$ cat src/rtl/loader_pkg.sv
// Shared types and constants for the instruction-memory program loader.
// The byte stream is little-endian: byte 0 of each word lands in bits 7:0.
package loader_pkg;

  typedef enum logic [2:0] {
    IDLE   = 3'd0,
    CLEAR  = 3'd1,
    LEN_LO = 3'd2,
    LEN_HI = 3'd3,
    BYTE   = 3'd4,
    WRITE  = 3'd5,
    DONE   = 3'd6,
    ERROR  = 3'd7
  } state_t;

  localparam int LEN_WIDTH      = 16;
  localparam int BYTES_PER_WORD = 4;
  localparam int LANE_W         = 8;
  localparam bit BYTE0_IS_LSB   = 1'b1;

  function automatic logic [31:0] place_byte(input logic [31:0] word,
                                             input logic [1:0]  lane,
                                             input logic [7:0]  b);
    logic [31:0] r;
    logic [1:0]  idx;
    r   = word;
    idx = BYTE0_IS_LSB ? lane : (2'(BYTES_PER_WORD - 1) - lane);
    r[int'(idx)*LANE_W +: LANE_W] = b;
    return r;
  endfunction

endpackage

$ cat src/rtl/instr_mem_loader_if.sv
// Host byte stream plus core instruction-memory load signals of the loader.
// slave = loader side, master = host/core side.
interface instr_mem_loader_if #(
  parameter int PC_SIZE = 10
);
  logic                start;
  logic [7:0]          byte_in;
  logic                byte_valid;
  logic                byte_ready;
  logic                rw;
  logic [31:0]         instruction_in;
  logic [PC_SIZE-1:0]  PC_write;
  logic                reset_IF_memory;
  logic                core_reset;
  logic                busy;
  logic                done;
  logic                error;

  modport slave (
    input  start, byte_in, byte_valid,
    output byte_ready, rw, instruction_in, PC_write,
           reset_IF_memory, core_reset, busy, done, error
  );

  modport master (
    output start, byte_in, byte_valid,
    input  byte_ready, rw, instruction_in, PC_write,
           reset_IF_memory, core_reset, busy, done, error
  );
endinterface

$ cat src/rtl/loader_byte_packer.sv
// Four-lane byte assembler: places each accepted byte in lane r_cnt and
// strobes o_word_ready together with the fourth byte of a word.
module loader_byte_packer
  import loader_pkg::*;
(
  input  logic        clock,
  input  logic        reset,
  input  logic        i_clr,
  input  logic        i_load,
  input  logic [7:0]  i_byte,
  output logic [31:0] o_word,
  output logic        o_word_ready
);

  logic [31:0] r_lanes;
  logic [1:0]  r_cnt;
  logic [31:0] w_word;

  // o_word already contains the byte being accepted this cycle
  assign w_word       = place_byte(r_lanes, r_cnt, i_byte);
  assign o_word       = w_word;
  assign o_word_ready = i_load && (r_cnt == 2'(BYTES_PER_WORD - 1));

  always_ff @(posedge clock or posedge reset) begin
    if (reset) begin
      r_lanes <= '0;
      r_cnt   <= '0;
    end else if (i_clr) begin
      r_cnt   <= '0;
    end else if (i_load) begin
      r_lanes <= w_word;
      r_cnt   <= r_cnt + 2'd1;
    end
  end

endmodule

$ cat src/rtl/instr_mem_loader.sv
// Program-load controller: takes a length-prefixed byte stream from the host,
// writes 32-bit words into the core's instruction memory, then releases the core.
module instr_mem_loader
  import loader_pkg::*;
#(
  parameter int PC_SIZE   = 10,
  parameter int ADDR_STEP = 4,
  parameter int MAX_WORDS = (2**PC_SIZE) / ADDR_STEP,
  parameter int TIMEOUT   = 1_000_000
) (
  input  logic               clock,
  input  logic               reset,
  instr_mem_loader_if.slave  bus
);

  localparam int          IDLE_W      = $clog2(TIMEOUT + 1);
  localparam int          WCNT_W      = PC_SIZE + 1;
  localparam logic [31:0] MAX_WORDS_U = 32'(MAX_WORDS);

  state_t                 r_state, w_state_nxt;
  logic [LEN_WIDTH-1:0]   r_len;
  logic [LEN_WIDTH-1:0]   w_len_full;
  logic [WCNT_W-1:0]      r_word_cnt;
  logic [IDLE_W-1:0]      r_idle;
  logic [31:0]            r_instr;
  logic [PC_SIZE-1:0]     r_pc;

  logic                   w_byte_ready, w_rw, w_busy, w_done, w_err;
  logic                   w_core_reset, w_clr_mem, w_idle_run;
  logic                   w_accept, w_len_bad, w_timeout, w_last_word;
  logic                   w_word_ready;
  logic [31:0]            w_word;

  assign w_accept    = bus.byte_valid && w_byte_ready;
  assign w_len_full  = {bus.byte_in, r_len[7:0]};
  assign w_len_bad   = (w_len_full == '0) || (32'(w_len_full) > MAX_WORDS_U);
  assign w_timeout   = w_idle_run && !w_accept && (r_idle == IDLE_W'(TIMEOUT - 1));
  assign w_last_word = (LEN_WIDTH'(r_word_cnt) + LEN_WIDTH'(1)) == r_len;

  loader_byte_packer u_packer (
    .clock        (clock),
    .reset        (reset),
    .i_clr        (r_state != BYTE),
    .i_load       ((r_state == BYTE) && w_accept),
    .i_byte       (bus.byte_in),
    .o_word       (w_word),
    .o_word_ready (w_word_ready)
  );

  always_ff @(posedge clock or posedge reset) begin
    if (reset) r_state <= IDLE;
    else       r_state <= w_state_nxt;
  end

  always_comb begin
    w_state_nxt  = r_state;
    w_byte_ready = 1'b0;
    w_rw         = 1'b0;
    w_busy       = 1'b0;
    w_done       = 1'b0;
    w_err        = 1'b0;
    w_core_reset = 1'b1;
    w_clr_mem    = 1'b0;
    w_idle_run   = 1'b0;
    case (r_state)
      IDLE, DONE, ERROR: begin
        w_done = (r_state == DONE);
        w_err  = (r_state == ERROR);
        w_core_reset = (r_state != DONE);
        if (bus.start) w_state_nxt = CLEAR;
      end
      CLEAR: begin
        w_rw = 1'b1; w_busy = 1'b1; w_clr_mem = 1'b1;
        w_state_nxt = LEN_LO;
      end
      LEN_LO, LEN_HI, BYTE: begin
        w_rw = 1'b1; w_busy = 1'b1; w_byte_ready = 1'b1; w_idle_run = 1'b1;
        if (w_timeout)
          w_state_nxt = ERROR;
        else if (r_state == LEN_LO && w_accept)
          w_state_nxt = LEN_HI;
        else if (r_state == LEN_HI && w_accept)
          w_state_nxt = w_len_bad ? ERROR : BYTE;
        else if (r_state == BYTE && w_word_ready)
          w_state_nxt = WRITE;
      end
      WRITE: begin
        // one-cycle bubble: the assembled word is presented to the core
        w_rw = 1'b1; w_busy = 1'b1;
        w_state_nxt = w_last_word ? DONE : BYTE;
      end
      default: w_state_nxt = IDLE;
    endcase
  end

  always_ff @(posedge clock or posedge reset) begin
    if (reset) begin
      r_len      <= '0;
      r_word_cnt <= '0;
      r_idle     <= '0;
      r_instr    <= '0;
      r_pc       <= '0;
    end else begin
      if (r_state == LEN_LO && w_accept) r_len[7:0]           <= bus.byte_in;
      if (r_state == LEN_HI && w_accept) r_len[LEN_WIDTH-1:8] <= bus.byte_in;

      if (w_state_nxt == CLEAR)  r_word_cnt <= '0;
      else if (r_state == WRITE) r_word_cnt <= r_word_cnt + WCNT_W'(1);

      if (w_idle_run && !w_accept) r_idle <= r_idle + IDLE_W'(1);
      else                         r_idle <= '0;

      if (r_state == BYTE && w_word_ready) begin
        r_instr <= w_word;
        r_pc    <= PC_SIZE'(32'(r_word_cnt) * ADDR_STEP);
      end
    end
  end

  assign bus.byte_ready      = w_byte_ready;
  assign bus.rw              = w_rw;
  assign bus.instruction_in  = r_instr;
  assign bus.PC_write        = r_pc;
  assign bus.reset_IF_memory = w_clr_mem;
  assign bus.core_reset      = w_core_reset;
  assign bus.busy            = w_busy;
  assign bus.done            = w_done;
  assign bus.error           = w_err;

endmodule

$ cat src/flat_wrapper.sv
// flat-port wrapper written by rule: the top's interface ports become plain ports
module instr_mem_loader_flat import loader_pkg::*;
#(
  parameter int PC_SIZE   = 10,
  parameter int ADDR_STEP = 4,
  parameter int MAX_WORDS = (2**PC_SIZE) / ADDR_STEP,
  parameter int TIMEOUT   = 1_000_000
)
  (clock, reset, bus_start, bus_byte_in, bus_byte_valid, bus_byte_ready, bus_rw, bus_instruction_in, bus_PC_write, bus_reset_IF_memory, bus_core_reset, bus_busy, bus_done, bus_error);
  instr_mem_loader_if #(.PC_SIZE(PC_SIZE)) bus_i ();
  input  logic clock;
  input  logic reset;
  input wire logic [$bits(bus_i.start)-1:0] bus_start;
  input wire logic [$bits(bus_i.byte_in)-1:0] bus_byte_in;
  input wire logic [$bits(bus_i.byte_valid)-1:0] bus_byte_valid;
  output wire logic [$bits(bus_i.byte_ready)-1:0] bus_byte_ready;
  output wire logic [$bits(bus_i.rw)-1:0] bus_rw;
  output wire logic [$bits(bus_i.instruction_in)-1:0] bus_instruction_in;
  output wire logic [$bits(bus_i.PC_write)-1:0] bus_PC_write;
  output wire logic [$bits(bus_i.reset_IF_memory)-1:0] bus_reset_IF_memory;
  output wire logic [$bits(bus_i.core_reset)-1:0] bus_core_reset;
  output wire logic [$bits(bus_i.busy)-1:0] bus_busy;
  output wire logic [$bits(bus_i.done)-1:0] bus_done;
  output wire logic [$bits(bus_i.error)-1:0] bus_error;
  assign bus_i.start = bus_start;
  assign bus_i.byte_in = bus_byte_in;
  assign bus_i.byte_valid = bus_byte_valid;
  assign bus_byte_ready = bus_i.byte_ready;
  assign bus_rw = bus_i.rw;
  assign bus_instruction_in = bus_i.instruction_in;
  assign bus_PC_write = bus_i.PC_write;
  assign bus_reset_IF_memory = bus_i.reset_IF_memory;
  assign bus_core_reset = bus_i.core_reset;
  assign bus_busy = bus_i.busy;
  assign bus_done = bus_i.done;
  assign bus_error = bus_i.error;
  instr_mem_loader #(.PC_SIZE(PC_SIZE), .ADDR_STEP(ADDR_STEP), .MAX_WORDS(MAX_WORDS), .TIMEOUT(TIMEOUT)) u_core (.clock(clock), .reset(reset), .bus(bus_i));
endmodule
$ cat config.mk
export PLATFORM = sky130hd
export DESIGN_NAME = instr_mem_loader_flat
export DESIGN_NICKNAME = d
export VERILOG_FILES = /design/src/rtl/loader_pkg.sv /design/src/rtl/instr_mem_loader_if.sv /design/src/rtl/loader_byte_packer.sv /design/src/rtl/instr_mem_loader.sv /design/src/flat_wrapper.sv
export SDC_FILE = /design/constraint.sdc
export NUM_CORES = 1
export LEC_CHECK = 0
export ABC_AREA = 1
export CORE_ASPECT_RATIO = 1.1
export CORE_MARGIN = 1
export CORE_UTILIZATION = 45
export CTS_BUF_LIST = sky130_fd_sc_hd__clkbuf_16
export DETAILED_ROUTE_END_ITERATION = 12
export PLACE_DENSITY = 0.73
export SLEW_MARGIN = 10
export SYNTH_ARGS = -nofsm -noshare
export SYNTH_HDL_FRONTEND = slang
export SYNTH_HIERARCHICAL = 1
export SYNTH_SLANG_ARGS = --single-unit
$ cat constraint.sdc
create_clock -name clock -period 6.9 [get_ports clock]
set_input_delay 0.69 -clock clock [delete_from_list [all_inputs] [get_ports clock]]
set_output_delay 0.69 -clock clock [all_outputs]
set_load 0.05 [all_outputs]
==> results.sh, run 1 <==
export IMPL_status="finished clean"
export IMPL_layout_cells_non_filler=1076
export IMPL_cts_sinks=124
export IMPL_fin_skew_ps=5.68
export IMPL_drtAntennaViolNets=0
export IMPL_fin_setup_tns_ps=0
export IMPL_drt_first_pass_iters=5
export IMPL_grt_pass1_vias=5193
export IMPL_gp_congestion=0.881
export IMPL_drt_wirelength_per_cell_um=13.4
export IMPL_syn_area_mm2=0.00637
export IMPL_avgSynthCellArea_um2=7.78
export IMPL_synth_distinct_cells=30
export IMPL_post_cts_resized=0
export IMPL_p_leak_nw=3.73
export IMPL_die_x_um=115
export IMPL_portBuffers=58
export IMPL_tritoncts="yes"
export IMPL_powerDensity_mw_per_mm2=285
export IMPL_ys_ff_latch=124
export IMPL_cts_buffers=17
export IMPL_worstSetupStartpointType="register"
export IMPL_die_height_um=127
export IMPL_drive_gt1_share_pct=9.46
export IMPL_path_class="register to primary output"
export IMPL_setup_violations=0
export IMPL_cp_top_family="buffers and inverters"
export IMPL_track_usage_pct=21.3
export IMPL_ir_drop_v=0.000144
export IMPL_path_clk_slew_ps=50
export IMPL_insertion_delay_ps=420
export IMPL_area_growth_pct=19.6
export IMPL_cpMostUsedCell="nand2_1"
export IMPL_rsz0062_at_grt="false"
export IMPL_drcViolationCount=0
export IMPL_clk_root_buffer_cell="clkbuf_16"
export IMPL_ys_warn_count=6
export IMPL_finalCritPeriodShare_pct=42.5
export IMPL_slew_violations=0
export IMPL_most_common_layout_cells="nand2_1, dfrtp_1, nor2_1, inv_1, clkdlybuf4s50_1"
export IMPL_via_per_inst=5.07
export IMPL_n_antenna_cell=0
export IMPL_yosysSeqAreaShare_pct=48.7
export IMPL_required_ps=6210
export IMPL_slew_headroom_pct=32.8
export IMPL_via_count=5458
export IMPL_first_iter_violations=297
export IMPL_antenna_found_initial=0
export IMPL_hold_path_class="register to register"
export IMPL_grt_ovfl_total=0
export IMPL_crit_path_end_kind="primary output"
export IMPL_grt_pass1_wl_um=24400
export IMPL_die_area_mm2=0.0146
export IMPL_cp_slowest_cell="clkdlybuf4s50_1"
export IMPL_htreeDepth=4
export IMPL_nets=897
export IMPL_core_area_mm2=0.0138
export IMPL_start_util_pct=46.2
export IMPL_nFillCells=1314
export IMPL_critPathMaxStageDelay_ps=810
export IMPL_wl_um=14400
export IMPL_std_cell_rows=45
export IMPL_fmax_mhz=341
export IMPL_cp_max_fo=5
export IMPL_post_cts_setup_buffer_count=0
export IMPL_ios=61
export IMPL_hpwl_um=9820
export IMPL_cp_cell_sequence="inv_1 -> nand2_1 -> nand2_4 -> inv_2 -> nand2_1 -> clkdlybuf4s50_1"
export IMPL_worst_pin_slew_ps=1010
export IMPL_clockBufferDepth=2
export IMPL_period_minus_slack_ps=2930
export IMPL_cts_hold_buffers=0
export IMPL_final_common_cell="nand2_1"
export IMPL_maxCapViolCount=0
export IMPL_syn_inst=819
export IMPL_grt_max_degree=67
export IMPL_worstPathArrival_ps=2240
export IMPL_dpl_cell_count=1047
export IMPL_finalHoldViolCount=0
export IMPL_worst_path_buf_inv=3
-- report_power, final --
group          switching, mW  internal, mW  leakage, nW
Combinational          0.339         0.160         1.77
Clock                  0.306         0.478        0.260
Sequential            0.0764         0.815         1.70
Total                  0.722          1.45         3.73
-- worst paths after layout --
kind                                            startpoint                            end  slack [ps]  depth (start not counted)
max in group asynchronous                            reset                u_core/r_len[0]        5120                          3
worst max register to register           u_core/r_state[2]           u_core/r_word_cnt[2]        4450                         10
min in group asynchronous                            reset  u_core/bus.instruction_in[14]         610                          2
worst min register to register  u_core/u_packer/r_lanes[8]     u_core/u_packer/r_lanes[8]         480                          2
worst min-delay path            u_core/u_packer/r_lanes[8]     u_core/u_packer/r_lanes[8]         480                          2
worst max-delay path                     u_core/r_state[2]                       bus_busy        3970                          6
-- synthesized netlist by cell type (all sizes together) --
cell | number | area (µm²)
a211oi | 1 | 7.51
a21oi | 23 | 115
buf | 19 | 115
clkbuf | 6 | 22.5
clkinv | 3 | 11.3
conb | 1 | 3.75
dfrtp | 124 | 3100
ha | 7 | 87.6
inv | 67 | 251
mux2 | 34 | 383
nand2 | 306 | 1160
nand3 | 33 | 165
nand3b | 8 | 60.1
nand4 | 19 | 119
nor2 | 112 | 453
nor3 | 9 | 45.0
nor3b | 1 | 7.51
nor4 | 1 | 6.26
o21a | 8 | 60.1
o21ai | 35 | 175
o21bai | 1 | 7.51
xor2 | 1 | 8.76
-- per-layer routing --
layer | vias to the layer above | GRT usage (%) | share of wire (%)
met5 | - | 0 | 0
met4 | 0 | 10.7 | 2.5
met3 | 25 | 4.06 | 4.1
met2 | 138 | 33.5 | 48
met1 | 2593 | 27.9 | 46
li1 | 2702 | - | -
-- state kept, by name, indices dropped and copies added (netlist names) --
| name | flops |
|---|---|
| u_core/bus.instruction_in | 32 |
| u_core/u_packer/r_lanes | 32 |
| u_core/r_idle | 20 |
| u_core/r_len | 16 |
| u_core/r_word_cnt | 11 |
| u_core/bus.PC_write | 8 |
| u_core/r_state | 3 |
| u_core/u_packer/r_cnt | 2 |
-- worst reg2reg max path, stage by stage (launching register included) --
cell      delay [ps]
dfrtp_1          430
inv_1            170
nand4_1          450
clkinv_1         320
nand3_1          120
nand4_1          100
nand2_1           50
nand2_1           70
nand2_1           60
nor2_2           440
nor2_1            90
-- logic make-up (layout without fill, tap and decap cells) --
group                    Yosys count  in the layout  synth area share [%]
adder cells (fa/ha/maj)            7              7                  1.37
XOR/XNOR                           1              1                 0.137
AO/OA/AOI/OAI                     68             68                  5.73
AND/OR/NAND/NOR                  489            489                  31.7
flip-flops                       124            124                  48.7
other                              1              2                0.0589
multiplexers                      34             34                  6.01
buffers and inverters             95            163                  6.28
-- cell type report --
class / count / area, µm² / share of cell area (%)
repair buffers: 64 / 626 / 8.21
well taps: 188 / 235 / 3.09
multi-input cells: 601 / 2880 / 37.8
clock buffers: 17 / 425 / 5.58
clock inverters: 12 / 86.3 / 1.13
flip-flops and latches: 124 / 3100 / 40.7
inverters: 70 / 264 / 3.47
-- per-stage QoR --
| step | instance area (µm²) | setup WS [ps] | total power [mW] | hold slack, ps | utilization, % |
|---|---|---|---|---|---|
| 2_1_floorplan | 6370 | 3870 | 1.28 | 443 | - |
| 6_report | 7620 | 3970 | 2.17 | 477 | 55.2 |
| 3_5_place_dp | 7110 | 3850 | 1.40 | 465 | 51.5 |
| 3_3_place_gp | 7110 | 3920 | 1.39 | 461 | 51.5 |
| 4_1_cts | 7620 | 3940 | 2.19 | 477 | 55.2 |
| 5_1_grt | 7620 | 3840 | 2.30 | 501 | 55.2 |
Note: power is estimated with default switching activity, not from simulation.
==> run 2, diff against run 1 <==
clock period = 2.7 ns   (was 6.9 ns; I/O delays follow)
==> run 2 against run 1 <==
  * Non-clock buffer count increased by 12
  * First-iteration DRC count grew 11%
  * Critical path type unchanged
  * Global-route usage increased by 1.2 points
==> results.sh, run 2 (synthesis gave the netlist of run 1 again) <==
export IMPL_most_common_layout_cells="nand2_1, dfrtp_1, nor2_1, inv_1, clkdlybuf4s50_1"
export IMPL_final_common_cell="nand2_1"
export IMPL_hpwl_um=10600
export IMPL_cp_slowest_cell="clkdlybuf4s50_1"
export IMPL_critPathMaxStageDelay_ps=810
export IMPL_start_util_pct=46.2
export IMPL_drcViolationCount=0
export IMPL_via_per_inst=5.07
export IMPL_area_growth_pct=21.3
export IMPL_grt_ovfl_total=0
export IMPL_fin_skew_ps=5.49
export IMPL_worstSetupStartpointType="register"
export IMPL_slew_headroom_pct=56.2
export IMPL_die_height_um=127
export IMPL_post_cts_resized=0
export IMPL_finalCritPeriodShare_pct=92.5
export IMPL_drt_wirelength_per_cell_um=13.8
export IMPL_path_clk_slew_ps=50
export IMPL_cp_cell_sequence="inv_1 -> nand2_1 -> nand2_4 -> inv_2 -> nand2_1 -> clkdlybuf4s50_1"
export IMPL_nFillCells=1279
export IMPL_period_minus_slack_ps=2500
export IMPL_fmax_mhz=400
export IMPL_post_cts_setup_buffer_count=0
export IMPL_core_area_mm2=0.0138
export IMPL_cts_buffers=17
export IMPL_slew_violations=0
export IMPL_path_class="register to primary output"
export IMPL_crit_path_end_kind="primary output"
export IMPL_hold_path_class="input pin to async pin"
export IMPL_maxCapViolCount=0
export IMPL_drtAntennaViolNets=0
export IMPL_grt_pass1_wl_um=25400
export IMPL_wl_um=14900
export IMPL_p_leak_nw=3.80
export IMPL_worstPathArrival_ps=2230
export IMPL_setup_violations=0
export IMPL_gp_congestion=0.920
export IMPL_insertion_delay_ps=420
export IMPL_cpMostUsedCell="nand2_1"
export IMPL_dpl_cell_count=1059
export IMPL_cts_hold_buffers=0
export IMPL_fin_setup_tns_ps=0
export IMPL_n_antenna_cell=0
export IMPL_std_cell_rows=45
export IMPL_nets=909
export IMPL_track_usage_pct=22.4
export IMPL_drive_gt1_share_pct=10.0
export IMPL_ios=61
export IMPL_clk_root_buffer_cell="clkbuf_16"
export IMPL_antenna_found_initial=0
export IMPL_cp_max_fo=5
export IMPL_cts_sinks=124
export IMPL_rsz0062_at_grt="false"
export IMPL_layout_cells_non_filler=1086
export IMPL_via_count=5510
export IMPL_first_iter_violations=329
export IMPL_grt_max_degree=47
export IMPL_ir_drop_v=0.000394
export IMPL_htreeDepth=4
export IMPL_drt_first_pass_iters=6
export IMPL_die_area_mm2=0.0146
export IMPL_clockBufferDepth=2
export IMPL_tritoncts="yes"
export IMPL_grt_pass1_vias=5415
export IMPL_worst_pin_slew_ps=656
export IMPL_die_x_um=115
export IMPL_portBuffers=58
export IMPL_status="finished clean"
export IMPL_finalHoldViolCount=0
export IMPL_required_ps=2430
export IMPL_powerDensity_mw_per_mm2=719
-- run 2: where the power goes --
group          total, mW  switching (mW)  internal, mW  leakage [nW]
registers           2.28           0.194          2.08          1.70
clock network       1.95           0.749          1.20         0.257
logic               1.32           0.879         0.443          1.84
-- run 2: layout make-up --
type                       count  area (µm²)  share of cell area [%]
sequential                   124        3100                    40.2
clock inverter                10        66.3                   0.858
multi-input combinational    601        2880                    37.3
inverter                      70         264                    3.42
clock buffer                  17         425                    5.51
tap                          188         235                    3.04
timing repair buffer          76         753                    9.75
-- run 2: critical path: cells and delay by family, from the launching register on --
| family | cells | cell delay, ps |
|---|---|---|
| buffers and inverters | 3 | 1030 |
| flip-flops | 1 | 430 |
| AND/OR/NAND/NOR | 3 | 360 |
-- run 2: layer usage --
metal  GRT usage, %  share of wire [%]  up-vias
met3           5.11                4.3       33
li1               -                  -     2741
met1           28.2                 44     2594
met4           9.55                2.7        0
met2           36.9                 49      142
met5              0                  0        -
-- run 2: through the flow --
stage / instance area [µm²] / worst slack, ps / total power, mW / utilization, % / hold slack, ps
finish: 7730 / 202 / 5.55 / 56.0 / 270
global route: 7730 / 60.3 / 5.88 / 56.0 / 346
CTS: 7730 / 169 / 5.60 / 56.0 / 283
detailed placement: 7230 / 460 / 3.63 / 52.4 / 466
global placement: 7230 / 501 / 3.59 / 52.4 / 455
floorplan: 6370 / 94.7 / 3.27 / - / 387
-- run 2: final timing paths --
| kind | start | to | slack, ps | cells after the start |
|---|---|---|---|---|
| setup / recovery | u_core/r_state[2] | bus_busy | 200 | 6 |
| hold / removal | reset | u_core/bus.instruction_in[2] | 270 | 2 |
| setup reg to reg | u_core/u_packer/r_cnt[0] | u_core/bus.instruction_in[29] | 450 | 8 |
| hold reg to reg | u_core/u_packer/r_lanes[14] | u_core/u_packer/r_lanes[14] | 480 | 2 |
| max in group asynchronous | reset | u_core/bus.instruction_in[27] | 1760 | 3 |
| min in group clock | u_core/u_packer/r_lanes[14] | u_core/u_packer/r_lanes[14] | 480 | 2 |
